### config.mk
export PLATFORM = sky130hd
export DESIGN_NAME = pipe_hazard_ctrl_flat
export DESIGN_NICKNAME = d
export VERILOG_FILES = /design/src/rtl/pipe_hazard_ctrl_pkg.sv /design/src/rtl/pipe_hazard_ctrl_if.sv /design/src/rtl/pipe_wait_timer.sv /design/src/rtl/pipe_hazard_ctrl.sv /design/src/flat_wrapper.sv
export SDC_FILE = /design/constraint.sdc
export NUM_CORES = 1
export LEC_CHECK = 0
export BUFFER_PORTS_ARGS = -buffer_cell sky130_fd_sc_hd__clkbuf_2
export CORE_MARGIN = 10
export CORE_UTILIZATION = 31
export CTS_CLUSTER_DIAMETER = 120
export DETAILED_ROUTE_END_ITERATION = 8
export GPL_TIMING_DRIVEN = 0
export SLEW_MARGIN = 20
export SYNTH_ARGS = -nofsm -noshare
export SYNTH_HDL_FRONTEND = slang
export SYNTH_SLANG_ARGS = --single-unit
### constraint.sdc
create_clock -name clk -period 1.75 [get_ports clk]
set_input_delay 0.0875 -clock clk [delete_from_list [all_inputs] [get_ports clk]]
set_output_delay 0.0875 -clock clk [all_outputs]
set_load 0.01 [all_outputs]
### src/rtl/pipe_hazard_ctrl_pkg.sv
// Shared types and encodings for the pipeline sequencing controller.
// The FSM state, the PC-source selects and the register-index width live here.
package pipe_ctrl_pkg;

    localparam int REG_W = 5;

    typedef enum logic [1:0] {
        RUN      = 2'd0,
        MEM_WAIT = 2'd1,
        ERROR    = 2'd2
    } state_e;

    localparam logic [1:0] PCSEL_SEQ = 2'b00;
    localparam logic [1:0] PCSEL_BR  = 2'b01;
    localparam logic [1:0] PCSEL_JMP = 2'b10;
    localparam logic [1:0] PCSEL_EXC = 2'b11;

    function automatic logic load_use_hit(
        input logic             ex_memread,
        input logic [REG_W-1:0] ex_rd,
        input logic [REG_W-1:0] id_rs,
        input logic [REG_W-1:0] id_rt,
        input logic             id_uses_rt
    );
        return ex_memread && (ex_rd != '0) &&
               ((ex_rd == id_rs) || (id_uses_rt && (ex_rd == id_rt)));
    endfunction

endpackage

### src/rtl/pipe_hazard_ctrl_if.sv
// Hazard inputs from the stage registers and the stall/flush/PC controls back to them.
// master = the controller, slave = the datapath.
interface pipe_hazard_ctrl_if;
    import pipe_ctrl_pkg::*;

    logic [REG_W-1:0] id_rs;
    logic [REG_W-1:0] id_rt;
    logic             id_uses_rt;
    logic             id_jump;
    logic             ex_memread;
    logic [REG_W-1:0] ex_rd;
    logic             ex_branch_taken;
    logic             mem_req;
    logic             mem_ack;
    logic             irq;
    logic             eret;

    logic             pc_we;
    logic             ifid_we;
    logic             idex_we;
    logic             exmem_we;
    logic             ifid_flush;
    logic             idex_flush;
    logic             memwb_bubble;
    logic [1:0]       pc_sel;
    logic             epc_we;
    logic             irq_ack;
    logic             mem_timeout;

    modport master (
        input  id_rs, id_rt, id_uses_rt, id_jump, ex_memread, ex_rd,
               ex_branch_taken, mem_req, mem_ack, irq, eret,
        output pc_we, ifid_we, idex_we, exmem_we, ifid_flush, idex_flush,
               memwb_bubble, pc_sel, epc_we, irq_ack, mem_timeout
    );

    modport slave (
        output id_rs, id_rt, id_uses_rt, id_jump, ex_memread, ex_rd,
               ex_branch_taken, mem_req, mem_ack, irq, eret,
        input  pc_we, ifid_we, idex_we, exmem_we, ifid_flush, idex_flush,
               memwb_bubble, pc_sel, epc_we, irq_ack, mem_timeout
    );

endinterface

### src/rtl/pipe_wait_timer.sv
// Saturating count of consecutive data-memory wait cycles.
// expired flags that the count has reached MAX.
module pipe_wait_timer #(
    parameter int MAX = 15
) (
    input  logic clk,
    input  logic rst_n,
    input  logic load,
    input  logic inc,
    input  logic clr,
    output logic expired
);
    localparam int            W     = $clog2(MAX + 1);
    localparam logic [W-1:0]  LIMIT = W'(MAX);

    logic [W-1:0] cnt_q, cnt_d;

    always_comb begin
        cnt_d = cnt_q;
        if (clr) begin
            cnt_d = '0;
        end else if (load) begin
            cnt_d = W'(1);
        end else if (inc && (cnt_q != LIMIT)) begin
            cnt_d = cnt_q + W'(1);
        end
    end

    always_ff @(posedge clk or negedge rst_n) begin
        if (!rst_n) begin
            cnt_q <= '0;
        end else begin
            cnt_q <= cnt_d;
        end
    end

    assign expired = (cnt_q == LIMIT);

endmodule

### src/rtl/pipe_hazard_ctrl.sv
// Stall, flush and PC-select sequencing for the 5-stage pipeline.
//   state    | meaning
//   RUN      | normal issue; hazards resolved by priority each cycle
//   MEM_WAIT | pipeline frozen awaiting mem_ack, wait timer running
//   ERROR    | memory timeout; pipeline held in bubbles until reset
module pipe_hazard_ctrl
    import pipe_ctrl_pkg::*;
#(
    parameter int MEM_TIMEOUT = 15
) (
    input  logic                clk,
    input  logic                reset,
    pipe_hazard_ctrl_if.master  bus
);

    state_e state_q, state_d;
    logic   int_en_q, int_en_d;
    logic   tmr_load, tmr_inc, tmr_clr, tmr_expired;
    logic   load_use, stall, take_irq;

    pipe_wait_timer #(.MAX(MEM_TIMEOUT)) u_timer (
        .clk     (clk),
        .rst_n   (reset),
        .load    (tmr_load),
        .inc     (tmr_inc),
        .clr     (tmr_clr),
        .expired (tmr_expired)
    );

    always_comb begin
        state_d      = state_q;
        int_en_d     = int_en_q;
        tmr_load     = 1'b0;
        tmr_inc      = 1'b0;
        tmr_clr      = 1'b0;
        take_irq     = 1'b0;

        bus.pc_we        = 1'b1;
        bus.ifid_we      = 1'b1;
        bus.idex_we      = 1'b1;
        bus.exmem_we     = 1'b1;
        bus.ifid_flush   = 1'b0;
        bus.idex_flush   = 1'b0;
        bus.memwb_bubble = 1'b0;
        bus.pc_sel       = PCSEL_SEQ;
        bus.epc_we       = 1'b0;
        bus.irq_ack      = 1'b0;
        bus.mem_timeout  = 1'b0;

        load_use = load_use_hit(bus.ex_memread, bus.ex_rd, bus.id_rs,
                                bus.id_rt, bus.id_uses_rt);
        // In MEM_WAIT the request is already outstanding, so only the ack matters.
        stall = !bus.mem_ack &&
                (((state_q == RUN) && bus.mem_req) || (state_q == MEM_WAIT));

        if (state_q == ERROR) begin
            bus.pc_we        = 1'b0;
            bus.ifid_we      = 1'b0;
            bus.idex_we      = 1'b0;
            bus.exmem_we     = 1'b0;
            bus.ifid_flush   = 1'b1;
            bus.idex_flush   = 1'b1;
            bus.memwb_bubble = 1'b1;
            bus.mem_timeout  = 1'b1;
        end else if (stall) begin
            bus.pc_we        = 1'b0;
            bus.ifid_we      = 1'b0;
            bus.idex_we      = 1'b0;
            bus.exmem_we     = 1'b0;
            bus.memwb_bubble = 1'b1;
            if (state_q == RUN) begin
                state_d  = MEM_WAIT;
                tmr_load = 1'b1;
            end else if (tmr_expired) begin
                state_d = ERROR;
            end else begin
                tmr_inc = 1'b1;
            end
        end else begin
            if (state_q == MEM_WAIT) begin
                state_d = RUN;
                tmr_clr = 1'b1;
            end
            if (bus.ex_branch_taken) begin
                bus.pc_sel     = PCSEL_BR;
                bus.ifid_flush = 1'b1;
                bus.idex_flush = 1'b1;
            end else if (load_use) begin
                bus.pc_we      = 1'b0;
                bus.ifid_we    = 1'b0;
                bus.idex_flush = 1'b1;
            end else if (bus.irq && int_en_q) begin
                take_irq       = 1'b1;
                bus.pc_sel     = PCSEL_EXC;
                bus.epc_we     = 1'b1;
                bus.irq_ack    = 1'b1;
                bus.ifid_flush = 1'b1;
                bus.idex_flush = 1'b1;
            end else if (bus.id_jump) begin
                bus.pc_sel     = PCSEL_JMP;
                bus.ifid_flush = 1'b1;
            end
        end

        // Taking the interrupt squashes any eret sitting in ID.
        if (take_irq) begin
            int_en_d = 1'b0;
        end else if (bus.eret && !bus.ex_branch_taken && (state_q != ERROR)) begin
            int_en_d = 1'b1;
        end

        if (!reset) begin
            bus.pc_we        = 1'b0;
            bus.ifid_we      = 1'b0;
            bus.idex_we      = 1'b0;
            bus.exmem_we     = 1'b0;
            bus.ifid_flush   = 1'b1;
            bus.idex_flush   = 1'b1;
            bus.memwb_bubble = 1'b1;
            bus.pc_sel       = PCSEL_SEQ;
            bus.epc_we       = 1'b0;
            bus.irq_ack      = 1'b0;
            bus.mem_timeout  = 1'b0;
        end
    end

    always_ff @(posedge clk or negedge reset) begin
        if (!reset) begin
            state_q  <= RUN;
            int_en_q <= 1'b1;
        end else begin
            state_q  <= state_d;
            int_en_q <= int_en_d;
        end
    end

endmodule

### src/flat_wrapper.sv
// flat-port wrapper written by rule: the top's interface ports become plain ports
module pipe_hazard_ctrl_flat import pipe_ctrl_pkg::*;
#(
    parameter int MEM_TIMEOUT = 15
)
  (clk, reset, bus_id_rs, bus_id_rt, bus_id_uses_rt, bus_id_jump, bus_ex_memread, bus_ex_rd, bus_ex_branch_taken, bus_mem_req, bus_mem_ack, bus_irq, bus_eret, bus_pc_we, bus_ifid_we, bus_idex_we, bus_exmem_we, bus_ifid_flush, bus_idex_flush, bus_memwb_bubble, bus_pc_sel, bus_epc_we, bus_irq_ack, bus_mem_timeout);
  pipe_hazard_ctrl_if bus_i ();
  input  logic clk;
  input  logic reset;
  input wire logic [$bits(bus_i.id_rs)-1:0] bus_id_rs;
  input wire logic [$bits(bus_i.id_rt)-1:0] bus_id_rt;
  input wire logic [$bits(bus_i.id_uses_rt)-1:0] bus_id_uses_rt;
  input wire logic [$bits(bus_i.id_jump)-1:0] bus_id_jump;
  input wire logic [$bits(bus_i.ex_memread)-1:0] bus_ex_memread;
  input wire logic [$bits(bus_i.ex_rd)-1:0] bus_ex_rd;
  input wire logic [$bits(bus_i.ex_branch_taken)-1:0] bus_ex_branch_taken;
  input wire logic [$bits(bus_i.mem_req)-1:0] bus_mem_req;
  input wire logic [$bits(bus_i.mem_ack)-1:0] bus_mem_ack;
  input wire logic [$bits(bus_i.irq)-1:0] bus_irq;
  input wire logic [$bits(bus_i.eret)-1:0] bus_eret;
  output wire logic [$bits(bus_i.pc_we)-1:0] bus_pc_we;
  output wire logic [$bits(bus_i.ifid_we)-1:0] bus_ifid_we;
  output wire logic [$bits(bus_i.idex_we)-1:0] bus_idex_we;
  output wire logic [$bits(bus_i.exmem_we)-1:0] bus_exmem_we;
  output wire logic [$bits(bus_i.ifid_flush)-1:0] bus_ifid_flush;
  output wire logic [$bits(bus_i.idex_flush)-1:0] bus_idex_flush;
  output wire logic [$bits(bus_i.memwb_bubble)-1:0] bus_memwb_bubble;
  output wire logic [$bits(bus_i.pc_sel)-1:0] bus_pc_sel;
  output wire logic [$bits(bus_i.epc_we)-1:0] bus_epc_we;
  output wire logic [$bits(bus_i.irq_ack)-1:0] bus_irq_ack;
  output wire logic [$bits(bus_i.mem_timeout)-1:0] bus_mem_timeout;
  assign bus_i.id_rs = bus_id_rs;
  assign bus_i.id_rt = bus_id_rt;
  assign bus_i.id_uses_rt = bus_id_uses_rt;
  assign bus_i.id_jump = bus_id_jump;
  assign bus_i.ex_memread = bus_ex_memread;
  assign bus_i.ex_rd = bus_ex_rd;
  assign bus_i.ex_branch_taken = bus_ex_branch_taken;
  assign bus_i.mem_req = bus_mem_req;
  assign bus_i.mem_ack = bus_mem_ack;
  assign bus_i.irq = bus_irq;
  assign bus_i.eret = bus_eret;
  assign bus_pc_we = bus_i.pc_we;
  assign bus_ifid_we = bus_i.ifid_we;
  assign bus_idex_we = bus_i.idex_we;
  assign bus_exmem_we = bus_i.exmem_we;
  assign bus_ifid_flush = bus_i.ifid_flush;
  assign bus_idex_flush = bus_i.idex_flush;
  assign bus_memwb_bubble = bus_i.memwb_bubble;
  assign bus_pc_sel = bus_i.pc_sel;
  assign bus_epc_we = bus_i.epc_we;
  assign bus_irq_ack = bus_i.irq_ack;
  assign bus_mem_timeout = bus_i.mem_timeout;
  pipe_hazard_ctrl #(.MEM_TIMEOUT(MEM_TIMEOUT)) u_core (.clk(clk), .reset(reset), .bus(bus_i));
endmodule
; Word-level counts from Yosys, hierarchy flattened
; Cells that the tools add are included.
; Widths: inputs -> output; s select.
[op_classes]
addsub = 1
n_reduce_logical = 19
n_mux = 57
n_eq_ne = 8
n_bitwise = 1
[op_table]
columns = operator, count
row1 = $mux 1, 43
row2 = $mux 2, 11
row3 = $mux 4, 3
row4 = $eq 5x5->1, 2
row5 = $logic_and 1x1->1, 9
row6 = $reduce_bool 5->1, 1
row7 = $add 4x1->4 const B, 1
row8 = $eq 4x4->1 const B, 1
row9 = $ne 4x4->1 const B, 1
row10 = $reduce_bool 2->1, 2
row11 = $ne 3x2->1 const B, 1
row12 = $reduce_and 3->1, 1
row13 = $reduce_bool 3->1, 1
row14 = $eq 2x1->1 const B, 1
row15 = $eq 2x2->1 const B, 1
row16 = $logic_not 1->1, 2
row17 = $logic_not 2->1, 1
row18 = $logic_or 1x1->1, 2
row19 = $ne 2x2->1 const B, 1
row20 = $not 1->1, 1
[word_totals]
out_inout_bits = 12
reg_bits = 7
wordCells = 89
in_bits = 25

; Depth between registers and ports, before layout
; Gate-level depths: netlist (run 1).
[depth]
depth_word = 10
ltp_mapped = 6
mapped_depth_nobuf = 5

; Cells and area by module
; Synthesis (run 1) repeated with hierarchy kept, for this count alone.
[hier_totals]
hier_cells = 87
hier_area_um2 = 704.4
[by_module_without_submodules]
columns = module, n_inst, seq_area_each_um2, cells_per_inst, area_per_inst_um2
row1 = pipe_hazard_ctrl, 1, 76.3, 64, 489.2
row2 = pipe_wait_timer, 1, 100.1, 23, 215.2

; Least setup slack after synthesis (run 1)
; No wires, ideal clock.
[synth_path]
path_type = register to output
from = register u_core.state_q[0]
to = output port bus_irq_ack
required_time_ns = 1.662
arrival_time_ns = 1.545
path_buffers = 2
slack_ns = 0.117
stages_incl_launch_ff = 6
cell_sequence = dfrtp_1 -> buf_2 -> o21ai_1 -> nand3_1 -> a211oi_1 -> buf_4
[synth_via]
elab_chain_cells = 7
word_cells_on_any_way = 9
classes_between = eq/ne: 2 / mux: 3 / reduce/logical: 4
[synth_rtl]
columns = item, line_no
row1 = "start, declared", pipe_hazard_ctrl.sv:16  ; state_e state_q, state_d;
row2 = "start signal, assigned", pipe_hazard_ctrl.sv:132  ; state_q <= state_d;
row3 = $logic_not 2->1, pipe_hazard_ctrl.sv:54  ; (((state_q == RUN) && bus.mem_req) || (state_q == MEM_WAIT));
row4 = $logic_and 1x1->1, pipe_hazard_ctrl.sv:54
row5 = $logic_or 1x1->1, pipe_hazard_ctrl.sv:54
row6 = $logic_and 1x1->1, pipe_hazard_ctrl.sv:53  ; stall = !bus.mem_ack &&
row7 = $mux 1, -
row8 = $mux 1 * (2 in a row), -
row9 = "end, declared", flat_wrapper.sv:30  ; output wire logic [$bits(bus_i.irq_ack)-1:0] bus_irq_ack;
; Every way passes the cells marked *; elsewhere a longest branch is shown, timed or not.

; Worst setup path in the final report (run 1)
[layout_path]
from = register u_core.state_q[1]
to = output port bus_idex_flush
[layout_via]
elab_chain_cells = 7
word_cells_on_any_way = 9
classes_between = eq/ne: 2 / mux: 3 / reduce/logical: 4
[layout_rtl]
columns = item, line_no
row1 = $logic_not 2->1, pipe_hazard_ctrl.sv:54
row2 = $logic_and 1x1->1, pipe_hazard_ctrl.sv:54
row3 = $logic_or 1x1->1, pipe_hazard_ctrl.sv:54
row4 = $logic_and 1x1->1, pipe_hazard_ctrl.sv:53
row5 = $mux 1, pipe_hazard_ctrl.sv:65  ; end else if (stall) begin
row6 = $mux 1 *, pipe_hazard_ctrl.sv:56  ; if (state_q == ERROR) begin
row7 = $mux 1 *, pipe_hazard_ctrl.sv:112  ; if (!reset) begin
row8 = "end, declared", flat_wrapper.sv:26  ; output wire logic [$bits(bus_i.idex_flush)-1:0] bus_idex_flush;
; Marks and branches as above.

==> results of run 1 <==
==> cells in the mapped netlist <==
cell and instances:
o21ai_0 1, buf_2 1, nor3_1 2, nand2b_1 2
mux2i_1 1, o21a_1 2, a21oi_1 5, o41ai_2 1
nor2b_1 2, o21ai_1 1, a41oi_1 1, and3_1 1
o22ai_1 1, dfstp_2 1, nor2_1 13, xor2_1 3
nand2_1 5, o22ai_2 1, a211oi_1 1, and2_1 1
dfrtp_1 6, o2bb2ai_1 1, a311o_1 1, ha_1 1
o41a_1 1, a21o_1 1, nand4_1 4, inv_1 4
or3_1 1, or2_1 1, a31oi_1 2, xnor2_1 10
nand3_1 4, buf_4 3
==> per-layer routing <==
metal	global-route usage	wire length, microns
met1	0.1094	895
met2	0.1351	873
met3	0.03010	222
met4	0.01571	0
met5	0	0
==> kinds of logic after synthesis <==
group           Yosys count  share of synthesized area
buf+inv                   8                    0.06260
fa+ha+maj                 1                    0.01841
flops                     7                     0.2597
simple gates             36                     0.2542
xor+xnor                 13                     0.1676
compound gates           20                     0.2228
mux                       1                    0.01473
==> stage by stage <==
step	worst slack [ns]	total power, mW	TNS [ns]
final	0.04802	0.4937	0
after global routing	-0.02142	0.5315	-0.02142
after CTS	0.003150	0.4916	0
after detailed placement	-0.006768	0.3383	-0.006768
after global placement	0.01553	0.3342	0
after floorplan	0.1172	0.2725	0
==> state kept, by name, indices dropped and copies added, names as in the netlist <==
name	cells
u_core.u_timer.cnt_q	4
u_core.state_q	2
u_core.int_en_q	1
==> where the power goes <==
part	internal [mW]	total, mW	switching (mW)
clock	0.0869	0.144	0.0570
combinational	0.0825	0.164	0.0817
sequential	0.178	0.186	0.00802
==> cell usage in the layout (no fill, tap or decap), types with 2 or more instances in the layout <==
| cell | count |
|---|---|
| xor2_1 | 3 |
| nor2_2 | 2 |
| dfrtp_1 | 5 |
| buf_2 | 2 |
| nand4_1 | 4 |
| clkbuf_4 | 3 |
| nor2_1 | 10 |
| a31oi_1 | 2 |
| xnor2_1 | 10 |
| clkbuf_2 | 34 |
| buf_4 | 5 |
| nand2_1 | 5 |
| nor3_1 | 2 |
| a21oi_1 | 4 |
| inv_1 | 4 |
| nand3_1 | 3 |
==> worst max-delay path, delay by kind of cell (launching register included) <==
kind | cells | cell delay (ns)
AO/OA/AOI/OAI | 2 | 0.51
buffers and inverters | 1 | 0.14
flip-flops | 1 | 0.47
AND/OR/NAND/NOR | 2 | 0.26
==> cell type report <==
type,count,area [sq um]
Buffer,3,22.52
Clock buffer,4,26.28
Fill cell,210,1023
Inverter,4,15.01
Multi-Input combinational cell,71,518.0
Sequential cell,7,177.7
Tap cell,27,33.78
Timing Repair Buffer,39,205.2
==> timing repair <==
item                       CTS  global route
hold buffers                 1             0
pin swaps                    1             4
setup endpoints to repair    4             5
buffers inserted             0             2
gates resized for setup      6            13
hold endpoints to repair     7             0
==> path summary, 6_finish.rpt <==
path | end | from | slack (ns)
worst max-delay path | bus_idex_flush | u_core.state_q[1] | 0.05
worst min-delay path | u_core.state_q[1] | bus_mem_ack | 0.20
worst max register to register | u_core.u_timer.cnt_q[0] | u_core.u_timer.cnt_q[0] | 0.37
worst min register to register | u_core.u_timer.cnt_q[3] | u_core.u_timer.cnt_q[3] | 0.55
max in group asynchronous | u_core.int_en_q | reset | 1.12
min in group asynchronous | u_core.u_timer.cnt_q[2] | reset | 0.33
==> flow_summary.ini, run 1 <==
[yosys]
yosysSeqAreaShare = 0.2597
synth_nets = 112
yosys_warnings = 0
synth_cell_types = 34
netlist_top_cells_area = dfrtp_1, xnor2_1, nor2_1
yosysTopAreaCellShare = 0.2210
synthCells = 86
synth_area_sq_um = 679.4
syn_avg_cell_area_sq_um = 7.900
yosys.area.top_type = dfrtp_1
yosys_register_bits = 7

[grt]
grt_overflow = 0
grt.total_usage = 0.08570
grt_max_degree = 11
grt_pass1_wl_microns = 3194
grt_pass1_vias = 736
antenna_found_initial = 0

[sta]
max_freq_mhz = 587.6
finalSetupViolCount = 0
rsz0062_at_grt = true
drv_slew = 0
whs_ns = 0.2043
timing.final.crit_share = 0.9726
period_needed_ns = 1.702
finClkSkew_ns = 0.004180
hold_violations = 0
relSlewSlack = 0.7571
tightestPinTransition_ns = 0.3604

[routing]
wl_microns = 1990
via_per_inst = 4.974
wl_per_cell_microns = 12.84
vias = 771
drt_first_pass_iters = 4
drc = 0
drtAntennaViolNets = 0
detailedRoute.firstIterationViolations = 7

[setup_path]
cp_data_required_time_ns = 1.66
reg2regPathDepth = 5
end_kind = output pin
critPathSlowestCell = dfrtp_2
slowest_delay_ns = 0.47
worstPathCellList = nor2_4, o21a_4, nor2_1, a311o_1, clkbuf_2
path_class = reg2out
cp_max_fo = 6
cp.arrival_ns = 1.61
cp-start-kind = flop

[clocking]
cts_tree = built
numClockSinks = 7
clkTransAtPathRegs_ns = 0.05
cts_buffers = 3
clockBufferDepth = 2
clk_latency_ns = 0.25
cts-root-buf = clkbuf_4
h-tree-depth = 1

[power_and_ir_drop]
ir_drop_mv = 0.3263
p_leak_nw = 0.4615
power_per_cell_area_nw_per_um2 = 494.5

[finish]
post-route-util = 0.4938
fin_cells = 155
diodes = 0
nNetsFinal = 155
synthToLayoutAreaGrowth_pct = 46.96
layout-drive-gt1-share = 0.4609
fin_area_sq_um = 998.5

[status]
status = complete, no violations

[die]
io_pins = 37
dieHeight_microns = 66.82
fp.coreArea_sq_um = 2022
initial_core_util = 0.3360
die_w_microns = 66.82
row_count = 16
fp.dieArea_sq_um = 4464

[placement]
portBuffers = 36
placedCellCount = 149
placed_area_sq_um = 893.4
place.gp.congestion = 0.8304
dp_hpwl_microns = 1675

[hold_path]
hold_depth = 3
hp-class = in2reg

[run]
cap_violations = 0
(Power assumes the default switching activity.)
==> inputs of run 2 (changes only) <==
Settings changed: GPL_TIMING_DRIVEN 0 to unset.
==> flow_summary.ini, run 2 (synthesis gave the netlist of run 1 again) <==
[run]
cap_violations = 0

[sta]
timing.final.crit_share = 0.9466
worst_slack_ns = 0.09342
tns_ns = 0
drv_slew = 0
rsz0062_at_grt = false
max_freq_mhz = 603.7
finClkSkew_ns = 0.0001734
tightestPinTransition_ns = 0.3907
relSlewSlack = 0.7367
whs_ns = 0.2224
finalSetupViolCount = 0
hold_violations = 0
period_needed_ns = 1.657

[routing]
drc = 0
wl_microns = 1989
wl_per_cell_microns = 12.92
drtAntennaViolNets = 0
vias = 752
via_per_inst = 4.883
detailedRoute.firstIterationViolations = 13
drt_first_pass_iters = 4

[finish]
fin_area_sq_um = 975.9
fin_cells = 154
diodes = 0
layout_commonest_cell = clkbuf_2
layout-drive-gt1-share = 0.4488
layout_common_cells = clkbuf_2, nor2_1, xnor2_1
post-route-util = 0.4827
nNetsFinal = 154
largest_reg_flops = 4
regMostFlops = u_core.u_timer.cnt_q
reg_top3 = u_core.u_timer.cnt_q (4), u_core.state_q (2), u_core.int_en_q (1)
synthToLayoutAreaGrowth_pct = 43.65

[clocking]
cts_tree = built
h-tree-depth = 1
clkTransAtPathRegs_ns = 0.05
clockBufferDepth = 2
clk_latency_ns = 0.25
cts-root-buf = clkbuf_4
cts_buffers = 3
numClockSinks = 7

[setup_path]
slowest_delay_ns = 0.44
cp-start-kind = flop
rrSetupSlack_ns = 0.36
cp.arrival_ns = 1.57
end_kind = output pin
worstPathCellList = o21a_4, or3_1, a21oi_1, buf_2
path_class = reg2out
cp_data_required_time_ns = 1.66
crit_family = flip-flops
reg2reg_to = u_core.u_timer.cnt_q[0]
path_buf_inv = 1
critPathSlowestCell = dfrtp_2
rr_startpoint = u_core.u_timer.cnt_q[0]
reg2regPathDepth = 5
cp_max_fo = 5

[die]
row_count = 16
die_w_microns = 66.82
fp.coreArea_sq_um = 2022
initial_core_util = 0.3360
dieHeight_microns = 66.82
io_pins = 37
fp.dieArea_sq_um = 4464

[power_and_ir_drop]
power.internal_mw = 0.3479
power_per_cell_area_nw_per_um2 = 503.4
switchingPower_mw = 0.1434
clkPwrFrac = 0.290
p_leak_nw = 0.4563
ir_drop_mv = 0.3264
pwr-share-seq = 0.380
combinationalPowerShare = 0.331
total_power_mw = 0.4913
netSwitchingFraction = 0.2919

[grt]
grt_overflow = 0
grt.total_usage = 0.08536
use_met3 = 0.04181
met2_usage = 0.1351
grt_pass1_vias = 724
busiest_layer = met2
grt_max_degree = 9
antenna_found_initial = 0
grt_pass1_wl_microns = 3036
grtUsageMet1 = 0.09057

[placement]
portBuffers = 36
pre_cts_ws_ns = 0.2201
place.gp.congestion = 0.8336
placedCellCount = 147
placed_area_sq_um = 880.8
dp_hpwl_microns = 1711

[hold_path]
hold_end = u_core.state_q[1]
hold_depth = 3
hp-start = bus_mem_ack
hp-class = in2reg

[status]
status = complete, no violations
[run 2: changes by cell type in the layout (fill, tap and decap cells not counted), sizes merged]
| cell | before | now |
|---|---|---|
| buf | 7 | 5 |
| clkbuf | 38 | 39 |
[run 2: worst reg2reg max path, cell delays in order (launching register included)]
cell	delay (ns)
dfrtp_1	0.41
ha_1	0.23
nand3_1	0.13
nand3_1	0.18
xor2_1	0.18
o22ai_1	0.18
[run 2: layout make-up]
| type | instances | area (sq um) |
|---|---|---|
| Inverter | 4 | 15.01 |
| Timing Repair Buffer | 41 | 220.2 |
| Clock buffer | 4 | 26.28 |
| Sequential cell | 7 | 178.9 |
| Tap cell | 27 | 33.78 |
| Multi-Input combinational cell | 71 | 501.7 |
| Fill cell | 214 | 1046 |
[run 2: power groups by stage]
stage / Sequential (mW) / Combinational, mW / Clock, mW
after floorplan: 0.185 / 0.0875 / 0
after global placement: 0.188 / 0.147 / 0
after detailed placement: 0.188 / 0.149 / 0
after CTS: 0.186 / 0.152 / 0.154
after global routing: 0.187 / 0.180 / 0.168
final: 0.187 / 0.162 / 0.142
[run 2: layer usage]
metal,vias up,share of wire
li1,386,-
met1,335,0.44
met2,29,0.43
met3,2,0.13
met4,0,0.0040
met5,-,0
[run 2: how the worst max path moves through the flow]
stage / end / cells after the start / start
3_5_place_dp: bus_idex_flush / 5 / u_core.state_q[1]
6_report: bus_pc_sel[0] / 4 / u_core.state_q[0]
2_1_floorplan: bus_irq_ack / 5 / u_core.state_q[0]
5_1_grt: bus_idex_flush / 5 / u_core.state_q[1]
4_1_cts: bus_idex_flush / 5 / u_core.state_q[1]
3_3_place_gp: bus_epc_we / 4 / u_core.state_q[0]
[run 2: timing repair]
action | 4_1_cts | 5_1_grt
pin swaps | 0 | 1
setup buffers | 0 | 2
cloned | 0 | 0
resized for setup | 3 | 10
endpoints found under the setup margin | 4 | 6
endpoints found under the hold margin | 7 | 0
hold buffers | 1 | 0
